==> src/rtl/serial_adder.sv <==
// Bit-serial adder: one full-adder evaluation per clock, LSB first, with a registered
// carry between bits. Adds two WIDTH-bit operands in WIDTH cycles plus one result cycle.
module serial_adder #(
  parameter int WIDTH = 8
) (
  input  logic             clk,
  input  logic             rst,
  input  logic             start,
  input  logic [WIDTH-1:0] a,
  input  logic [WIDTH-1:0] b,
  input  logic             cin,
  output logic             busy,
  output logic             done,
  output logic [WIDTH-1:0] sum,
  output logic             cout
);

  localparam int CNT_W = $clog2(WIDTH);
  localparam logic [CNT_W-1:0] LAST_BIT = CNT_W'(WIDTH - 1);

  typedef enum logic [1:0] {IDLE, SHIFT, DONE} state_t;

  state_t           state_q, state_d;
  logic [WIDTH-1:0] a_sr_q, a_sr_d;
  logic [WIDTH-1:0] b_sr_q, b_sr_d;
  logic [WIDTH-1:0] s_sr_q, s_sr_d;
  logic             c_q, c_d;
  logic [CNT_W-1:0] cnt_q, cnt_d;
  logic [WIDTH-1:0] sum_q, sum_d;
  logic             cout_q, cout_d;

  logic fa_s, fa_co;
  logic accept;

  // The single full-adder cell, reused for every bit position.
  assign fa_s  = a_sr_q[0] ^ b_sr_q[0] ^ c_q;
  assign fa_co = (a_sr_q[0] & b_sr_q[0]) | (a_sr_q[0] & c_q) | (b_sr_q[0] & c_q);

  // A new operation may start from IDLE or directly out of DONE (back-to-back).
  assign accept = start && (state_q == IDLE || state_q == DONE);

  always_comb begin
    // NOTE: every _d gets its hold value first so no path through the case can infer a latch.
    state_d = state_q;
    a_sr_d  = a_sr_q;
    b_sr_d  = b_sr_q;
    s_sr_d  = s_sr_q;
    c_d     = c_q;
    cnt_d   = cnt_q;
    sum_d   = sum_q;
    cout_d  = cout_q;

    case (state_q)
      IDLE: state_d = IDLE;
      SHIFT: begin
        a_sr_d = a_sr_q >> 1;
        b_sr_d = b_sr_q >> 1;
        s_sr_d = {fa_s, s_sr_q[WIDTH-1:1]};
        c_d    = fa_co;
        cnt_d  = cnt_q + CNT_W'(1);
        if (cnt_q == LAST_BIT) begin
          sum_d   = {fa_s, s_sr_q[WIDTH-1:1]};
          cout_d  = fa_co;
          state_d = DONE;
        end
      end
      DONE:    state_d = IDLE;
      default: state_d = IDLE;
    endcase

    if (accept) begin
      a_sr_d  = a;
      b_sr_d  = b;
      c_d     = cin;
      cnt_d   = '0;
      state_d = SHIFT;
    end
  end

  // NOTE: state flops use non-blocking assignments so every register samples pre-edge values.
  always_ff @(posedge clk or posedge rst) begin
    if (rst) begin
      state_q <= IDLE;
      a_sr_q  <= '0;
      b_sr_q  <= '0;
      s_sr_q  <= '0;
      c_q     <= 1'b0;
      cnt_q   <= '0;
      sum_q   <= '0;
      cout_q  <= 1'b0;
    end else begin
      state_q <= state_d;
      a_sr_q  <= a_sr_d;
      b_sr_q  <= b_sr_d;
      s_sr_q  <= s_sr_d;
      c_q     <= c_d;
      cnt_q   <= cnt_d;
      sum_q   <= sum_d;
      cout_q  <= cout_d;
    end
  end

  // Outputs decode registered state only, so no input reaches an output combinationally.
  assign busy = (state_q == SHIFT);
  assign done = (state_q == DONE);
  assign sum  = sum_q;
  assign cout = cout_q;

endmodule

==> config.mk <==
export PLATFORM = sky130hd
export DESIGN_NAME = serial_adder
export DESIGN_NICKNAME = d
export VERILOG_FILES = /design/src/rtl/serial_adder.sv
export SDC_FILE = /design/constraint.sdc
export NUM_CORES = 1
export LEC_CHECK = 0
export BUFFER_PORTS_ARGS = -buffer_cell sky130_fd_sc_hd__buf_2
export CAP_MARGIN = 0
export CORE_MARGIN = 2
export CORE_UTILIZATION = 58
export CTS_CLUSTER_DIAMETER = 40
export CTS_CLUSTER_SIZE = 12
export DETAILED_ROUTE_END_ITERATION = 10
export GPL_ROUTABILITY_DRIVEN = 0
export GPL_TIMING_DRIVEN = 0
export PLACE_DENSITY = 0.92
export SLEW_MARGIN = 20
export SYNTH_ARGS = -nofsm -noshare
export SYNTH_HDL_FRONTEND = slang
export SYNTH_SLANG_ARGS = --single-unit
==> constraint.sdc <==
create_clock -name clk -period 3.1 [get_ports clk]
set_input_delay 0.155 -clock clk [delete_from_list [all_inputs] [get_ports clk]]
set_output_delay 0.155 -clock clk [all_outputs]
set_load 0.1 [all_outputs]
# Yosys cells after proc, flatten, opt, wreduce, memory -nomap -nowiden
# Index checks and enable logic that the tools add are counted.
# W data, S select, Z words.
# op_classes
n_eq_ne	4
mux	11
bitwise_logic	7
n_reduce_logical	5
n_addsub	1
# op_table
cell	count
$mux W8	4
$mux W2	3
$mux W3	2
$add A3 B1 Y3 const B	1
$and A1 B1 Y1	3
$eq A3 B3 Y1 const B	1
$ne A3 B1 Y1 const B	1
$eq A2 B1 Y1 const B	1
$eq A2 B2 Y1 const B	1
$logic_not A2 Y1	1
$mux W1	2
$or A1 B1 Y1	2
$reduce_and A2 Y1	1
$reduce_bool A2 Y1	1
$xor A1 B1 Y1	2
$logic_and A1 B1 Y1	1
$logic_or A1 B1 Y1	1
# word_totals
ff_bits	39
output_inout_bits	11
inputBits	20
elab_cells	36

# Longest topological paths before layout
# Gate-level depths: netlist of the first run.
# logic_depth
word_depth	5
depth_mapped	7
ltp_nobuf	4

# Worst setup path after synthesis of the first run
# No wires, ideal clock.
# synth_timing
kind	reg2out
from	reg state_q[0]
to	out done
slack_ns	1.102
n_path_buf	1
required_ns	2.945
arrival_time_ns	1.843
stages_incl_launch_ff	3
path_cell_list	dfrtp_1 buf_4 nor2b_1
# synth_between
elab_chain_len	1
# synth_lines
element	line_no	text
from (decl)	23	state_t state_q, state_d;
from (signal assigned)	92	state_q <= state_d;
$eq A2 B2 Y1	105	assign done = (state_q == DONE);
to (decl)	13	output logic done,
# Every way passes these cells.

# Worst setup path in the final report of the first run
# layout_timing
from	reg state_q[1]
to	out busy
# layout_between
elab_chain_len	1
# layout_lines
element	line_no	text
$eq A2 B1 Y1	104	assign busy = (state_q == SHIFT);
to (decl)	12	output logic busy,
# Every way passes these cells.

==> results.json, run 1 <==
{
  "crit_path_end_kind": "primary output",
  "num_vias": 1237,
  "run_status": "finished clean",
  "setup_ws_ps": 1132,
  "synth_edf_count": 0,
  "htreeDepth": 2,
  "syn_avg_cell_area_um2": 11.48,
  "maxSlewHeadroom_pct": 48.97,
  "drtIter0Drc": 38,
  "rsz0062_at_grt": "false",
  "die_w_um": 57.77,
  "syn_to_final_growth_pct": 18.51,
  "clock.fmax_mhz": 508.2,
  "critPathKind": "reg2out",
  "met1_usage_pct": 28.05,
  "initial_core_util_pct": 60.80,
  "arrival_ps": 1810,
  "routedWlPerCell_um": 15.73,
  "worstPathMaxFanout": 10,
  "finalCritPeriodShare_pct": 63.47,
  "start_kind": "register",
  "die-height_um": 57.77,
  "final_cell_mix": "dfrtp_1, buf_2, nand2_1",
  "synth_area_leaders": "dfrtp_1, mux2_4, o22ai_1",
  "hpwl_mm": 2.328,
  "met3_usage_pct": 8.036,
  "hold_viol": 0,
  "grt_util_met2_pct": 39.77,
  "synth_cells": 146,
  "wl_mm": 3.398,
  "antennaDiodeCount": 0,
  "core_mm2": 0.002758,
  "grt_pass1_vias": 1325,
  "hold_class": "in2reg",
  "cts_resized": 0,
  "synth-async-reset-ratio_pct": 100.0,
  "synth_area_mm2": 0.001677,
  "drive_gt1_share_pct": 34.05,
  "ys_ff_latch": 38,
  "final_antenna_net_count": 0,
  "layout.cells.most_common": "dfrtp_1",
  "grt_use_total_pct": 23.91,
  "cts_made_buffers": 5,
  "ys_types": 25,
  "yosysTopAreaCell": "dfrtp_1",
  "antenna_found_initial": 0,
  "place_ws_ps": 1525,
  "rows": 19,
  "path_clk_slew_ps": 120,
  "yosysSeqAreaShare_pct": 56.72,
  "grt.overflow.total": 0,
  "via_per_inst": 5.727,
  "setup_tns_ps": 0,
  "max-clock-path-buffers": 2,
  "root_buffer": "clkbuf_4",
  "first_pass_iters": 4,
  "cts_tree": "done",
  "io_buffers": 30,
  "layout_min_cycle_time_ps": 1968,
  "io_pins": 31,
  "grt-busiest-layer": "met2",
  "grt_pass1_wl_mm": 5.934,
  "grt_max_degree": 39,
  "required_ps": 2940,
  "maxCapViolCount": 0,
  "ys_warn_count": 0,
  "drc": 0,
  "insertion_delay_ps": 350,
  "setup_viol": 0,
  "yosysTopAreaCellShare_pct": 56.72,
  "slew_violations": 0,
  "ys.flop_type": "dfrtp_1",
  "nets": 207,
  "synth_nets": 169,
  "cts.sinks": 38,
  "tightest_slew_ps": 764.4,
  "skew_ps": 10.95,
  "die_area_mm2": 0.003337
}
Yosys cell counts (all sizes together) (2+ instances only):
cell type and instances:
a22o 4, buf 9, dfrtp 38, ha 2, inv 3, mux2 11
nand2 22, nand2b 2, nor2 16, nor2b 3, nor3 14, o21ai 2
o22ai 14
repair_timing:
item | in CTS | in global routing
setup buffers | 0 | 0
hold endpoints to repair | 38 | 0
hold buffers | 1 | 0
routing by layer:
metal  up-vias  wire length [µm]  part of all wire (%)
li1        580                 -                     -
met1       604              1335                    39
met2        48              1805                    53
met3         5               211                   6.2
met4         0                45                   1.3
met5         -                 0                     0
worst max-delay path: stages, from the launching register on:
cell and delay (ps):
dfrtp_1 460, nand2b_4 170, buf_6 130, inv_8 70, buf_4 170, buf_2 440
area by class of cell:
| class | count | area [µm²] |
|---|---|---|
| Timing Repair Buffer | 31 | 160.2 |
| Clock buffer | 6 | 51.30 |
| Multi-Input combinational cell | 95 | 630.6 |
| Clock inverter | 2 | 60.06 |
| Inverter | 3 | 18.77 |
| Tap cell | 31 | 38.79 |
| Buffer | 10 | 76.32 |
| Fill cell | 211 | 770.7 |
| Sequential cell | 38 | 950.9 |
sequential cells by signal (all words and copies together), names as in the netlist:
signal and cells:
a_sr_q 8, b_sr_q 8, sum 8, s_sr_q 7, cnt_q 3, state_q 2
c_q 1, cout 1
final timing paths:
check | startpoint | to | slack (ps) | cells after the start
min in group asynchronous | rst | s_sr_q[3] | 470 | 3
worst min register to register | s_sr_q[1] | s_sr_q[1] | 510 | 2
max in group asynchronous | rst | s_sr_q[4] | 2120 | 3
worst max-delay path | state_q[1] | busy | 1130 | 5
worst min-delay path | a[7] | a_sr_q[7] | 30 | 2
worst max register to register | cnt_q[0] | sum[2] | 1630 | 4
cells by family after synthesis:
group	synth area share, %
buffers and inverters	5.671
multiplexers	10.00
adder cells (fa/ha/maj)	2.686
AND/OR/NAND/NOR	16.27
flip-flops	56.72
AO/OA/AOI/OAI	8.656
per-stage QoR:
| stage | hold WS, ps | cells | utilization [%] | cell area [µm²] |
|---|---|---|---|---|
| 2_1_floorplan | 294.7 | 146 | - | 1677 |
| 3_3_place_gp | 386.0 | 207 | 67.65 | 1866 |
| 3_5_place_dp | 336.8 | 207 | 67.65 | 1866 |
| 4_1_cts | 21.17 | 216 | 72.05 | 1987 |
| 5_1_grt | 22.81 | 216 | 72.05 | 1987 |
| 6_report | 27.11 | 216 | 72.05 | 1987 |
Power of run 1 is not shown: default switching activity piles up to over one toggle a cycle in this logic, so the estimate is an artifact.
==> run 2, diff against run 1 <==
- ABC_AREA: default -> 1
- CORE_UTILIZATION: 58 -> 49
- PLACE_DENSITY: 0.92 -> 0.83
- clock period: 3.1 -> 1.8 ns (I/O delays scaled with it)
==> run 2 against run 1 <==
  * Wire length down 1.0%
  * Non-clock buffer count up 3
  * Synthesized cell count up 46%
  * Utilization down 10 points
  * Worst setup slack worse by 960 ps
  * Die area up 20%
  * Final cell count up 41%
  * Design area up 5.0%
  * Via count up 18%
  * Synthesized area up 2.8%
  * Worst hold slack worse by 5.8 ps
  * Sequential share of layout area down 2.3 points
  * Largest cell class unchanged
==> results.json, run 2 <==
{
  "required_ps": 1710,
  "rsz0062_at_grt": "false",
  "layout.cells.most_common": "nand2_1",
  "seq_power_share_pct": 35.9,
  "path_clk_slew_ps": 110,
  "syn_to_final_growth_pct": 21.06,
  "setup_tns_ps": 0,
  "min_from": "b[2]",
  "power_leakage_uw": 0.001189,
  "final_cell_mix": "nand2_1, dfrtp_1, buf_2",
  "cp_slowest_stage_delay_ps": 440,
  "yosysSeqAreaShare_pct": 55.19,
  "synth-async-reset-ratio_pct": 100.0,
  "grt_pass1_wl_mm": 6.065,
  "pwr-share-comb_pct": 52.8,
  "cp_top_family": "buffers and inverters",
  "grt.overflow.total": 0,
  "run_status": "finished clean",
  "ir_worst_vdd_mv": 0.7287,
  "synth_area_mm2": 0.001723,
  "core_mm2": 0.003363,
  "max-clock-path-buffers": 2,
  "layout_min_cycle_time_ps": 1633,
  "rows": 21,
  "synth_area_leaders": "dfrtp_1, nand2_1, inv_1",
  "grt_use_total_pct": 19.52,
  "die-height_um": 63.30,
  "drtIter0Drc": 86,
  "routedWlPerCell_um": 11.07,
  "switching_share_pct": 51.79,
  "grt_pass1_vias": 1451,
  "clock.fmax_mhz": 612.5,
  "intPower_uw": 1987,
  "wl_mm": 3.364,
  "grt_max_degree": 31,
  "hold_class": "in2reg",
  "start_kind": "register",
  "ys_warn_count": 0,
  "drc": 0,
  "worstSetupStartpoint": "state_q[0]",
  "synth_nets": 236,
  "first_pass_iters": 5,
  "yosysTopAreaCellShare_pct": 55.19,
  "io_buffers": 29,
  "cp_slowest_cell": "dfrtp_1",
  "cts_tree": "done",
  "final_antenna_net_count": 0,
  "yosysMostFrequentCell": "nand2_1",
  "post_dp_cell_area_mm2": 0.001948,
  "root_buffer": "clkbuf_4",
  "tightest_slew_ps": 485.3,
  "via_per_inst": 4.789,
  "synth_edf_count": 0,
  "skew_ps": 8.575,
  "ys_types": 18,
  "nets": 280,
  "setup_viol": 0,
  "cts_setup_buffers": 0,
  "synthTopCellsByCount": "nand2_1, dfrtp_1, inv_1",
  "hpwl_mm": 2.324,
  "powerDensity_mw_per_mm2": 1976,
  "p_clk_share_pct": 11.3,
  "initial_core_util_pct": 51.23,
  "p_sw_uw": 2134,
  "num_vias": 1456,
  "synth_cells": 213,
  "hold_viol": 0,
  "maxSlewHeadroom_pct": 67.87,
  "maxCapViolCount": 0,
  "critPathBufInv": 2,
  "htreeDepth": 2,
  "antennaDiodeCount": 0,
  "finalCritPeriodShare_pct": 90.70,
  "stdcell_area_mm2": 0.002086,
  "crit_path_cell_trace": "clkbuf_1 > nor2_2 > clkbuf_4",
  "r2r-start": "cnt_q[0]",
  "crit_path_end_kind": "primary output",
  "ys.flop_type": "dfrtp_1",
  "die_w_um": 63.30,
  "insertion_delay_ps": 340,
  "nFillCells": 328,
  "arrival_ps": 1540,
  "syn_avg_cell_area_um2": 8.089,
  "io_pins": 31,
  "drive_gt1_share_pct": 20.16,
  "yosysTopAreaCell": "dfrtp_1",
  "worstPathMaxFanout": 10,
  "die_area_mm2": 0.004006,
  "antenna_found_initial": 0,
  "critPathKind": "reg2out",
  "cts.sinks": 38,
  "cts_made_buffers": 5,
  "ys_ff_latch": 38,
  "slew_violations": 0
}
run 2: cell count changes after synthesis, sizes merged, moves of 14 or more:
cell	previous run	this run
nor3	14	0
inv	3	34
o22ai	14	0
nand2	22	88
o21ai	2	16
nand3	1	20
run 2: worst paths after layout:
kind | end | slack [ps] | cells after the start
max | done | 170 | 3
min | b_sr_q[2] | 20 | 5
max reg2reg | cout | 380 | 6
min reg2reg | cnt_q[0] | 480 | 1
max in group asynchronous | a_sr_q[5] | 1190 | 4
min in group asynchronous | sum[0] | 180 | 3
run 2: layer usage:
| layer | global-route usage, % | up-vias | wire length [µm] |
|---|---|---|---|
| met2 | 33.38 | 41 | 1671 |
| met4 | 7.065 | 0 | 42 |
| met1 | 23.43 | 675 | 1485 |
| li1 | - | 734 | - |
| met5 | 0 | - | 0 |
| met3 | 5.714 | 6 | 165 |
run 2: per-stage QoR:
| step | hold WS [ps] | instances | power, µW | setup WS [ps] | util [%] |
|---|---|---|---|---|---|
| 2_1_floorplan | 206.6 | 213 | 3230 | 141.4 | - |
| 3_3_place_gp | 294.3 | 288 | 3578 | 365.4 | 57.33 |
| 3_5_place_dp | 11.57 | 289 | 3666 | 404.4 | 57.92 |
| 4_1_cts | 6.785 | 304 | 4157 | 40.85 | 61.90 |
| 5_1_grt | 12.34 | 304 | 4473 | 39.98 | 62.02 |
| 6_report | 21.28 | 304 | 4121 | 167.3 | 62.02 |
run 2: tightest hold or removal path, stage by stage:
cell and delay [ps]:
buf_2 80, nand2_1 50, nand2_1 50, inv_1 30, nand2_1 50
run 2: timing repair:
| item | CTS | global route |
|---|---|---|
| hold endpoints to repair | 44 | 0 |
| hold buffers | 7 | 0 |
| gates resized for setup | 0 | 3 |
| endpoints found under the setup margin | 0 | 1 |
run 2: layout make-up:
type	instances	area (µm²)	share of cell area, %
multi-input combinational	134	605.6	29.03
tap	46	57.56	2.759
clock inverter	2	12.51	0.5999
sequential	38	950.9	45.59
timing repair buffer	37	237.7	11.40
clock buffer	6	51.30	2.460
inverter	34	130.1	6.239
buffer	7	40.04	1.920
run 2: power by group through the flow:
stage / sequential (µW) / combinational, µW / clock, µW
finish: 1480 / 2180 / 465
global route: 1530 / 2410 / 531
CTS: 1480 / 2190 / 489
floorplan: 2110 / 1120 / 0
global placement: 1470 / 2110 / 0
detailed placement: 1490 / 2170 / 0
run 2: logic make-up after synthesis:
kind of cell	after synthesis	share of synthesized area (%)
simple gates	114	27.45
fa+ha+maj	3	2.614
flops	38	55.19
buf+inv	41	9.804
compound gates	17	4.938
Power figures use the tool's default switching activity.
